### config.mk
export PLATFORM = sky130hd
export DESIGN_NAME = if_fetch_unit
export DESIGN_NICKNAME = d
export VERILOG_FILES = /design/src/rtl/cpu_pkg.sv /design/src/rtl/if_fetch_unit.sv
export SDC_FILE = /design/constraint.sdc
export NUM_CORES = 1
export LEC_CHECK = 0
export CORE_MARGIN = 4
export CORE_UTILIZATION = 40
export CTS_CLUSTER_DIAMETER = 120
export DETAILED_ROUTE_END_ITERATION = 12
export PLACE_DENSITY = 0.79
export SLEW_MARGIN = 20
export SYNTH_ARGS = -nofsm -noshare
export SYNTH_HDL_FRONTEND = slang
export SYNTH_SLANG_ARGS = --single-unit
### constraint.sdc
create_clock -name clk_i -period 3.8 [get_ports clk_i]
set_input_delay 0.38 -clock clk_i [delete_from_list [all_inputs] [get_ports clk_i]]
set_output_delay 0.38 -clock clk_i [all_outputs]
set_load 0.1 [all_outputs]
### src/rtl/cpu_pkg.sv
// cpu_pkg: shared widths, fetch FSM states and PC constants for the fetch stage
package cpu_pkg;
  localparam int XLEN = 32;
  localparam logic [XLEN-1:0] NOP_DEFAULT = 32'h0000_0000;
  localparam logic [XLEN-1:0] PC_STEP = 32'd4;
  typedef enum logic [1:0] {S_IDLE, S_WAIT, S_HOLD} fetch_state_t;
endpackage

### src/rtl/if_fetch_unit.sv
// if_fetch_unit: PC holder and single-outstanding instruction fetcher feeding the IF/ID register
module if_fetch_unit import cpu_pkg::*; #(
  parameter logic [XLEN-1:0] RESET_PC = 32'h0000_0000,
  parameter logic [XLEN-1:0] NOP_INSTR = NOP_DEFAULT
) (
  input  logic            clk_i,
  input  logic            rst_i,
  input  logic            stall_i,
  input  logic            mem_stall_i,
  input  logic            flush_i,
  input  logic [XLEN-1:0] branch_target_i,
  output logic            imem_req_o,
  output logic [XLEN-1:0] imem_addr_o,
  input  logic            imem_ack_i,
  input  logic [XLEN-1:0] imem_rdata_i,
  output logic [XLEN-1:0] instr_o,
  output logic [XLEN-1:0] pc_o,
  output logic            fetch_stall_o
);
  fetch_state_t state_q, state_d;
  logic [XLEN-1:0] pc_q, pc_d, addr_q, addr_d, instr_q, instr_d, tgt;
  logic discard_q, discard_d, adv;
  assign adv = ~stall_i & ~mem_stall_i;
  assign tgt = {branch_target_i[XLEN-1:2], 2'b00};
  always_comb begin
    state_d = state_q;
    pc_d = pc_q;
    addr_d = addr_q;
    instr_d = instr_q;
    discard_d = discard_q;
    case (state_q)
      S_IDLE: begin
        if (flush_i) pc_d = tgt;
        else begin
          state_d = S_WAIT;
          addr_d = pc_q;
        end
      end
      S_WAIT: begin
        if (flush_i) pc_d = tgt;
        // the request stays on addr_q until acked; a redirect only marks its data stale
        if (imem_ack_i) begin
          discard_d = 1'b0;
          instr_d = imem_rdata_i;
          state_d = (discard_q | flush_i) ? S_IDLE : S_HOLD;
        end else if (flush_i) discard_d = 1'b1;
      end
      S_HOLD: begin
        if (flush_i) begin
          pc_d = tgt;
          state_d = S_IDLE;
        end else if (adv) begin
          pc_d = pc_q + PC_STEP;
          state_d = S_IDLE;
        end
      end
      default: state_d = S_IDLE;
    endcase
  end
  always_ff @(posedge clk_i) begin
    if (!rst_i) begin
      state_q <= S_IDLE;
      pc_q <= RESET_PC;
      addr_q <= RESET_PC;
      instr_q <= NOP_INSTR;
      discard_q <= 1'b0;
    end else begin
      state_q <= state_d;
      pc_q <= pc_d;
      addr_q <= addr_d;
      instr_q <= instr_d;
      discard_q <= discard_d;
    end
  end
  assign imem_req_o = state_q == S_WAIT;
  assign imem_addr_o = addr_q;
  assign fetch_stall_o = state_q != S_HOLD;
  assign instr_o = fetch_stall_o ? NOP_INSTR : instr_q;
  assign pc_o = fetch_stall_o ? '0 : pc_q;
endmodule

### After elaboration in Yosys (flattened, before gate mapping)

Cells that the tools add are included.

| storage, ports and cells | value |
|---|---|
| output and inout bits | 98 |
| bits of input ports | 70 |
| logic and storage cells | 41 |
| register bits | 99 |

| cells by class | value |
|---|---|
| reductions and logical operators | 9 |
| multiplexer cells | 14 |
| bitwise logic cells | 5 |
| eq/ne operators | 7 |
| add/subtract/negate cells | 1 |

Operators by type and width:

| cell | number |
|---|---|
| $mux 32 | 5 |
| $pmux 32 s2 | 1 |
| $add 32x3->32 const B | 1 |
| $mux 2 | 5 |
| $pmux 2 s3 | 1 |
| $reduce_and 2->1 | 3 |
| $reduce_and 3->1 | 2 |
| $ne 2x1->1 const B | 2 |
| $ne 2x2->1 const B | 2 |
| $reduce_bool 2->1 | 2 |
| $ne 3x3->1 const B | 1 |
| $not 1->1 | 3 |
| $eq 2x1->1 const B | 1 |
| $eq 2x2->1 const B | 1 |
| $logic_not 2->1 | 1 |
| $mux 1 | 2 |
| $reduce_or 2->1 | 1 |
| $and 1x1->1 | 1 |
| $or 1x1->1 | 1 |

### Longest topological paths before layout

Gate-level depths: netlist (run 1).

| logic depth | value |
|---|---|
| word-level depth | 5 |
| gate-level depth with buffers | 8 |
| gate-level depth less buffers | 6 |

### Least setup slack after synthesis (run 1)

No wires, ideal clock.

| timing path | value |
|---|---|
| path kind | reg2out |
| start point | reg state_q[0] |
| end point | out pc_o[21] |
| slack | 0.790 ns |
| data required time | 3.420 ns |
| cell stages (with the launch flop) | 6 |
| data arrival time | 2.630 ns |
| path buffers | 2 |
| cell sequence | dfxtp_1 clkbuf_1 nor2b_1 clkbuf_1 inv_1 nor2_1 |

| on the way | value |
|---|---|
| word-level cells in the longest chain between the ends | 2 |

Ends and longest elaborated chain:

| item | line | source |
|---|---|---|
| start, declared | if_fetch_unit.sv:20 | `fetch_state_t state_q, state_d;` |
| start signal, assigned | if_fetch_unit.sv:68 | `state_q <= state_d;` |
| $ne 2x2->1 | if_fetch_unit.sv:77 | `assign fetch_stall_o = state_q != S_HOLD;` |
| named net fetch_stall_o | if_fetch_unit.sv:18 | `output logic fetch_stall_o` |
| $mux 32 | if_fetch_unit.sv:79 | `assign pc_o = fetch_stall_o ? '0 : pc_q;` |
| end, declared | if_fetch_unit.sv:17 | `output logic [XLEN-1:0] pc_o,` |

The timed path passes the listed nets, and every way through them passes these cells.

### Worst setup path in the final report (run 1)

| timing path | value |
|---|---|
| start point | reg state_q[0] |
| end point | out imem_req_o |

| on the way | value |
|---|---|
| word-level cells in the longest chain between the ends | 1 |

Ends and longest elaborated chain:

| item | line | source |
|---|---|---|
| $eq 2x1->1 | if_fetch_unit.sv:75 | `assign imem_req_o = state_q == S_WAIT;` |
| end, declared | if_fetch_unit.sv:12 | `output logic imem_req_o,` |

Every way passes these cells.

==> results.yml, run 1 <==
routing:
  drt-initial-drc-count: 532
  firstDrtPassIters: 5
  drt-total-wl_mm: 14.9
  drc: 0
  drt-vias-per-instance: 5.47
  antenna_left: 0
  via_count: 5027
  wl_per_cell_microns: 16.2
final_layout:
  nets: 842
  areaGrowthSynthToFinish_pct: 37.8
  diodes: 0
  fin_cells: 919
  nFillCells: 1068
  regArea_sq_um: 1900
  drive_above_1_share_pct: 13.4
  multi_input_area_sq_um: 2610
sta:
  maxSlewViolCount: 0
  post-route-min-period_ns: 2.82
  hold_violations: 0
  fmax_mhz: 354
  rsz0062_at_grt: "no"
  fin_worst_skew_ns: 0.0107
  setup_viol: 0
  fin_crit_sh_pct: 74.3
  finalSetupTns_ns: 0
  relSlewSlack_pct: 31.3
  tightest_slew_ns: 1.02
synthesis:
  synth-xor-area-share_pct: 0
  seq_area_frac_synth_pct: 40.2
  synth_fa_ha_area_share_pct: 0.264
  synth_warnings: 0
  synth.area.top_cells: "dfxtp_1 (40%), nand2_1 (13%), a21oi_1 (8.8%), and2_1 (8.3%), clkbuf_1 (3.7%)"
  syn-cell-area_sq_um: 4740
  synth.distinct_cells: 56
  async_reset_ff_share_pct: 0
  postSynthCellCount: 645
  synth_common_cells: "nand2_1 (165), dfxtp_1 (95), a21oi_1 (83), and2_1 (63), clkbuf_1 (47)"
  synthSimpleGateAreaFrac_pct: 35.2
  synth-compound-area-share_pct: 17.5
  yosysTopAreaCell: "dfxtp_1"
  ys_seq_elements: 95
  postSynthAreaPerCell_sq_um: 7.34
  synth.mux.area_fraction_pct: 1.29
  synth_top_area_share_pct: 40.2
  yosysMostFrequentCell: "nand2_1"
  synth_top_family_by_area: "simple AND/OR/NAND/NOR gates"
  synth-main-ff-cell: "dfxtp_1"
  synth_edf_count: 0
floorplan:
  pin_count: 168
  die_y_microns: 117
  core_area_sq_um: 11500
  row_count: 39
  start_util_pct: 41.1
  fp.dieW_microns: 117
  die_area_sq_um: 13600
setup_path:
  crit_required_ns: 3.42
  path_class: "reg2out"
  start_kind: "flip-flop"
  crit_fanout: 10
  critical_path_arrival_ns: 2.44
  end_kind: "output pin"
cts:
  cts_resized: 0
  htreeDepth: 3
  cts_root_buf: "clkbuf_16"
  postCtsSetupBuffers: 0
  clock_latency_ns: 0.34
  cts_buffer_depth: 2
  cts_tree: "built"
  cts.sinks: 95
  cts-hold-fix-buffers: 0
  cts_inserted_buffers: 9
  worst_setup_hold_path_clk_slew_ns: 0.06
pwr:
  pwr_density_cell_nw_per_um2: 365
  ir_drop_mv: 0.185
  p_leak_uw: 0.00252
placement:
  routabilityCongestion: 0.864
  dpl.hpwl_mm: 10.5
  portBuffers: 161
  placed_cells: 903
global_routing:
  grt_overflow: 0
  grt_max_degree: 34
  grt_antenna_before_repair: 0
  grt_pass1_wl_mm: 23.0
  grt_pass1_vias: 4653
  gr-usage-all-layers_pct: 21.0
run:
  drv_cap: 0
min_path:
  worst_hold_path_type: "reg2reg"
status:
  status: "finished, final reports clean"
## state kept, by name, summed over array words and instances (netlist names)
register,flops
imem_addr_o,30
pc_q,30
discard_q,1
state_q,2
instr_q,32
## stage by stage
step                      cell area, sq um  hold WS, ns  power, uW  setup slack (ns)  utilization, %
after floorplan                       4750        0.432       1360             0.790               -
after global routing                  6530        0.472       2480             0.861            56.7
after global placement                6230        0.438       1500              1.24            54.1
after detailed placement              6230        0.446       1510              1.14            54.1
final                                 6530        0.453       2380             0.978            56.7
after CTS                             6520        0.455       2400             0.999            56.6
## critical path: stages (launching register included)
cell             delay (ns)
dfxtp_1                0.56
nor2b_1                0.32
clkdlybuf4s50_1        1.23
## final cells by class
type,instances,share of cell area (%)
multi-input combinational,490,39.9
sequential,95,29.1
timing repair buffer,172,23.5
clock buffer,11,3.57
tap,143,2.74
clock inverter,5,0.901
inverter,3,0.173
## logic make-up (layout without fill, tap and decap cells)
family          Yosys count  in the layout
fa+ha+maj                 1              1
compound gates          140            140
mux                       6              6
simple gates            339            339
flops                    95             95
other cells               1              4
buf+inv                  63            191
## layer usage
metal	vias up	GRT usage (%)	share of wire, %
met3	30	3.91	8.0
met1	2326	27.3	42
met2	227	35.1	48
met4	0	7.26	2.1
met5	-	0	0
li1	2444	-	-
## power breakdown
group | switching (uW) | total [uW] | internal (uW)
clock | 380 | 890 | 511
combinational | 251 | 391 | 140
sequential | 56.1 | 1100 | 1040
## final timing paths
check | from | endpoint | slack (ns) | cells past startpoint
hold / removal | imem_addr_o[11]$_SDFFE_PN0P_ | imem_addr_o[11]$_SDFFE_PN0P_ | 0.45 | 2
setup / recovery | state_q[0]$_SDFFE_PN0P_ | imem_req_o | 0.98 | 2
hold reg to reg | imem_addr_o[11]$_SDFFE_PN0P_ | imem_addr_o[11]$_SDFFE_PN0P_ | 0.45 | 2
setup reg to reg | pc_q[2]$_SDFFE_PN0P_ | pc_q[26]$_SDFFE_PN0P_ | 1.34 | 6
## placed cells by master (no fill, tap or decap), types with 2 or more instances in the layout
cell type / Yosys / routed
or3_4: 2 / 2
a41oi_1: 3 / 3
and2_1: 63 / 62
or3_1: 5 / 5
o22ai_1: 3 / 3
nand3_1: 25 / 25
nor2b_1: 5 / 4
and4_1: 5 / 5
a21oi_1: 83 / 83
o31a_1: 2 / 2
o211ai_1: 2 / 2
clkinvlp_4: 0 / 2
nor4_1: 3 / 3
a31oi_1: 4 / 4
inv_1: 3 / 2
and3_1: 8 / 8
clkbuf_16: 0 / 9
o2bb2ai_1: 2 / 2
and2_2: 1 / 2
a211o_1: 2 / 2
nor2_1: 20 / 20
buf_4: 4 / 74
dfxtp_1: 95 / 95
or4_1: 3 / 3
clkdlybuf4s50_1: 0 / 98
nor3_1: 16 / 15
o311ai_0: 2 / 2
o21a_1: 2 / 2
conb_1: 1 / 4
mux2i_1: 5 / 5
nand2_1: 165 / 164
and2_0: 2 / 2
o221a_2: 2 / 2
clkbuf_1: 47 / 2
a32oi_1: 3 / 3
nand4_1: 9 / 9
o21ai_0: 17 / 16
a22oi_1: 3 / 3
Note: power is estimated with default switching activity, not from simulation.
==> run 2, diff against run 1 <==
==> constraint.sdc (replaced) <==
create_clock -name clk_i -period 2.9 [get_ports clk_i]
set_input_delay 0.29 -clock clk_i [delete_from_list [all_inputs] [get_ports clk_i]]
set_output_delay 0.29 -clock clk_i [all_outputs]
set_load 0.1 [all_outputs]
==> results.yml, run 2 (same netlist as run 1, synthesis figures left out) <==
status:
  status: "finished, final reports clean"
routing:
  wl_per_cell_microns: 16.6
  drt-total-wl_mm: 15.4
  drc: 0
  drt-vias-per-instance: 5.47
  antenna_left: 0
  drt-initial-drc-count: 452
  firstDrtPassIters: 5
  via_count: 5069
final_layout:
  fin_area_sq_um: 7280
  nets: 849
  diodes: 0
  largest_reg_flops: 32
  areaGrowthSynthToFinish_pct: 53.7
  registers.top_by_ff_count: "instr_q"
  final_cell_mix: "nand2_1 (165), dfxtp_1 (95), a21oi_1 (83)"
  drive_above_1_share_pct: 18.3
  final_common_cell: "nand2_1"
floorplan:
  core_area_sq_um: 11500
  fp.dieW_microns: 117
  die_y_microns: 117
  pin_count: 168
  die_area_sq_um: 13600
  row_count: 39
  start_util_pct: 41.1
pwr:
  p_leak_uw: 0.00278
  pwr_density_cell_nw_per_um2: 424
  finalPower_uw: 3090
  ir_drop_mv: 0.268
run:
  drv_cap: 0
placement:
  portBuffers: 161
  place_area_sq_um: 7000
  dpl.hpwl_mm: 11.2
  routabilityCongestion: 0.894
min_path:
  worst_hold_path_type: "reg2reg"
  hp-start: "instr_q[23]$_SDFFE_PN0P_"
cts:
  cts.sinks: 95
  postCtsSetupBuffers: 0
  cts_buffer_depth: 2
  cts-hold-fix-buffers: 0
  cts_root_buf: "clkbuf_16"
  cts_inserted_buffers: 9
  cts_tree: "built"
  cts_resized: 0
  worst_setup_hold_path_clk_slew_ns: 0.07
  htreeDepth: 3
  clock_latency_ns: 0.34
setup_path:
  crit_slowest_cell: "nor3_1"
  reg2reg_from: "pc_q[2]$_SDFFE_PN0P_"
  crit_path_cell_trace: "ha_1, nand3_1, nor3_1, nand4_1, and3_1, o31a_1"
  crit_required_ns: 3.13
  start_kind: "flip-flop"
  crit_fanout: 7
  max_stage_delay_ns: 0.61
  timing.critical_path.buf_inv: 0
  critPathTopFamily: "simple AND/OR/NAND/NOR gates"
  critical_path_arrival_ns: 2.71
  path_class: "reg2reg"
  end_kind: "flip-flop"
  r2r_slack_ns: 0.42
  crit_start: "pc_q[2]$_SDFFE_PN0P_"
global_routing:
  grt_pass1_wl_mm: 23.2
  grt_util_met1_pct: 27.0
  grt_antenna_before_repair: 0
  grt_util_met3_pct: 4.58
  grt_pass1_vias: 4651
  gr-usage-all-layers_pct: 21.2
  use_met2_pct: 36.0
  grt.busiest_layer: "met2"
  grt_overflow: 0
  grt_max_degree: 34
sta:
  hold_violations: 0
  fin_worst_skew_ns: 0.00635
  finalSetupTns_ns: 0
  tightest_slew_ns: 0.658
  rsz0062_at_grt: "no"
  fin_crit_sh_pct: 85.6
  relSlewSlack_pct: 55.8
  post-route-min-period_ns: 2.48
  setup_viol: 0
  maxSlewViolCount: 0
  fmax_mhz: 403
run 2: cell count changes in the layout (fill, tap and decap cells not counted), sizes merged:
cell           delta
bufinv            -1
buf              +38
clkbuf            +2
clkdlybuf4s50    -31
clkinvlp          -1
run 2: worst paths after layout:
kind | to | cells after the start
hold reg to reg | instr_q[23]$_SDFFE_PN0P_ | 2
hold / removal | instr_q[23]$_SDFFE_PN0P_ | 2
setup / recovery | pc_q[26]$_SDFFE_PN0P_ | 6
setup reg to reg | pc_q[26]$_SDFFE_PN0P_ | 6
run 2: tightest hold or removal path, cell delays in order, from the launching register on:
cell and delay, ns:
dfxtp_1 0.30, nand2_1 0.05, a21oi_1 0.05
run 2: layout make-up:
class,instances,area [sq um]
Clock buffer,13,260
Clock inverter,3,17.5
Fill cell,995,4240
Inverter,3,11.3
Multi-Input combinational cell,490,2610
Sequential cell,95,1900
Tap cell,143,179
Timing Repair Buffer,179,2300
run 2: per-layer routing:
metal | vias up | wire length (microns)
met5 | - | 0
met2 | 235 | 7350
met1 | 2342 | 6500
li1 | 2462 | -
met3 | 30 | 1200
met4 | 0 | 306
run 2: stage by stage:
stage,worst slack (ns),utilization (%),instances,hold WS [ns]
finish,0.418,63.2,926,0.451
global route,0.283,63.2,926,0.467
CTS,0.493,63.2,926,0.453
detailed placement,0.474,60.8,910,0.444
global placement,0.514,60.8,910,0.437
floorplan,0.443,-,648,0.407
run 2: report_power, final:
group / switching [uW] / internal [uW] / total (uW) / leakage [uW]
clock network: 493 / 627 / 1120 / 0.000136
registers: 70.7 / 1370 / 1440 / 0.000776
logic: 336 / 194 / 529 / 0.00187
==> run 3, diff against run 2 <==
--- a/config.mk
+++ b/config.mk
@@ -9,7 +9,7 @@
 export CORE_UTILIZATION = 40
 export CTS_CLUSTER_DIAMETER = 120
 export DETAILED_ROUTE_END_ITERATION = 12
-export PLACE_DENSITY = 0.79
+export PLACE_DENSITY = 0.73
 export SLEW_MARGIN = 20
 export SYNTH_ARGS = -nofsm -noshare
 export SYNTH_HDL_FRONTEND = slang
==> results.yml, run 3 (same netlist as run 1, synthesis figures left out) <==
status:
  status: "finished, final reports clean"
setup_path:
  start_kind: "flip-flop"
  crit_slowest_cell: "nor2b_4"
  timing.critical_path.buf_inv: 2
  crit_required_ns: 2.61
  critical_path_arrival_ns: 2.12
  path_class: "reg2out"
  crit_fanout: 29
  end_kind: "output pin"
  max_stage_delay_ns: 0.57
  crit_path_cell_trace: "nor2b_4, buf_4, and2_1, buf_12"
  critPathTopFamily: "simple AND/OR/NAND/NOR gates"
cts:
  cts_tree: "built"
  cts-hold-fix-buffers: 0
  postCtsSetupBuffers: 0
  clock_latency_ns: 0.34
  worst_setup_hold_path_clk_slew_ns: 0.06
  cts_root_buf: "clkbuf_16"
  cts_buffer_depth: 2
  htreeDepth: 3
  cts.sinks: 95
  cts_resized: 0
  cts_inserted_buffers: 9
sta:
  hold_violations: 0
  relSlewSlack_pct: 30.0
  post-route-min-period_ns: 2.41
  setup_viol: 0
  tightest_slew_ns: 1.05
  rsz0062_at_grt: "no"
  fmax_mhz: 416
  finalSetupTns_ns: 0
  fin_worst_skew_ns: 0.00565
  maxSlewViolCount: 0
  hold_ws_ns: 0.450
  fin_crit_sh_pct: 83.0
routing:
  antenna_left: 0
  via_count: 5027
  drt-vias-per-instance: 5.43
  drt-total-wl_mm: 14.9
  drc: 0
  wl_per_cell_microns: 16.1
  drt-initial-drc-count: 379
  firstDrtPassIters: 4
final_layout:
  final_cell_mix: "nand2_1 (165), dfxtp_1 (95), a21oi_1 (83)"
  regArea_sq_um: 1900
  fin_area_sq_um: 7320
  drive_above_1_share_pct: 18.3
  diodes: 0
  fin_cells: 926
  final_common_cell: "nand2_1"
  registers.top_by_ff_count: "instr_q"
  areaGrowthSynthToFinish_pct: 54.6
  nets: 850
  nFillCells: 972
  multi_input_area_sq_um: 2610
  largest_reg_flops: 32
floorplan:
  fp.dieW_microns: 117
  core_area_sq_um: 11500
  pin_count: 168
  die_y_microns: 117
  start_util_pct: 41.1
  die_area_sq_um: 13600
  row_count: 39
placement:
  routabilityCongestion: 0.842
  placed_cells: 911
  portBuffers: 161
  place_area_sq_um: 7010
  dpl.hpwl_mm: 10.8
pwr:
  finalPower_uw: 3220
  p_leak_uw: 0.00281
  sw_frac_of_total_pct: 27.5
  p_int_uw: 2330
  pwr_density_cell_nw_per_um2: 439
  combPwrFrac_pct: 16.4
  p_sw_uw: 885
  share_seq_of_total_power_pct: 44.7
  p_clk_share_pct: 38.9
  ir_drop_mv: 0.264
global_routing:
  grt_pass1_vias: 4665
  grt_overflow: 0
  gr-usage-all-layers_pct: 21.2
  grt_pass1_wl_mm: 23.2
  grt_antenna_before_repair: 0
  grt_max_degree: 83
min_path:
  worst_hold_path_type: "reg2reg"
run:
  drv_cap: 0
## run 3: worst reg2reg max path: stages, from the launching register on
cell	delay [ns]
dfxtp_1	0.44
ha_1	0.24
nand3_1	0.20
nor3_1	0.57
nand4_1	0.27
and3_1	0.26
o31a_1	0.29
## run 3: power groups by stage
stage,logic (uW),registers (uW),clock network [uW]
floorplan,253,1530,0
global route,563,1440,1340
detailed placement,526,1460,0
CTS,528,1430,1280
finish,527,1440,1250
global placement,519,1460,0
## run 3: through the flow
stage          utilization [%]  setup slack, ns
2_1_floorplan                -            0.443
3_3_place_gp              60.8            0.619
3_5_place_dp              60.8            0.544
4_1_cts                   63.6            0.468
5_1_grt                   63.6            0.342
6_report                  63.6            0.494
## run 3: layout make-up
class | instances | share of cell area, %
well taps | 143 | 2.44
inverters | 3 | 0.154
clock buffers | 11 | 3.32
flip-flops and latches | 95 | 26.0
clock inverters | 4 | 0.957
repair buffers | 180 | 31.5
multi-input cells | 490 | 35.6
## run 3: per-layer routing
metal / vias up / track usage (%) / part of all wire, %
li1: 2468 / - / -
met4: 0 / 8.64 / 2.2
met5: - / 0 / 0
met2: 204 / 36.1 / 49
met3: 20 / 2.83 / 5.4
met1: 2335 / 27.3 / 43
## run 3: worst paths after layout
path | depth (start not counted) | slack [ns] | end | startpoint
min | 2 | 0.45 | instr_q[5]$_SDFFE_PN0P_ | instr_q[5]$_SDFFE_PN0P_
min reg2reg | 2 | 0.45 | instr_q[5]$_SDFFE_PN0P_ | instr_q[5]$_SDFFE_PN0P_
max | 4 | 0.49 | instr_o[23] | state_q[1]$_SDFFE_PN0P_
max reg2reg | 6 | 0.53 | pc_q[26]$_SDFFE_PN0P_ | pc_q[2]$_SDFFE_PN0P_
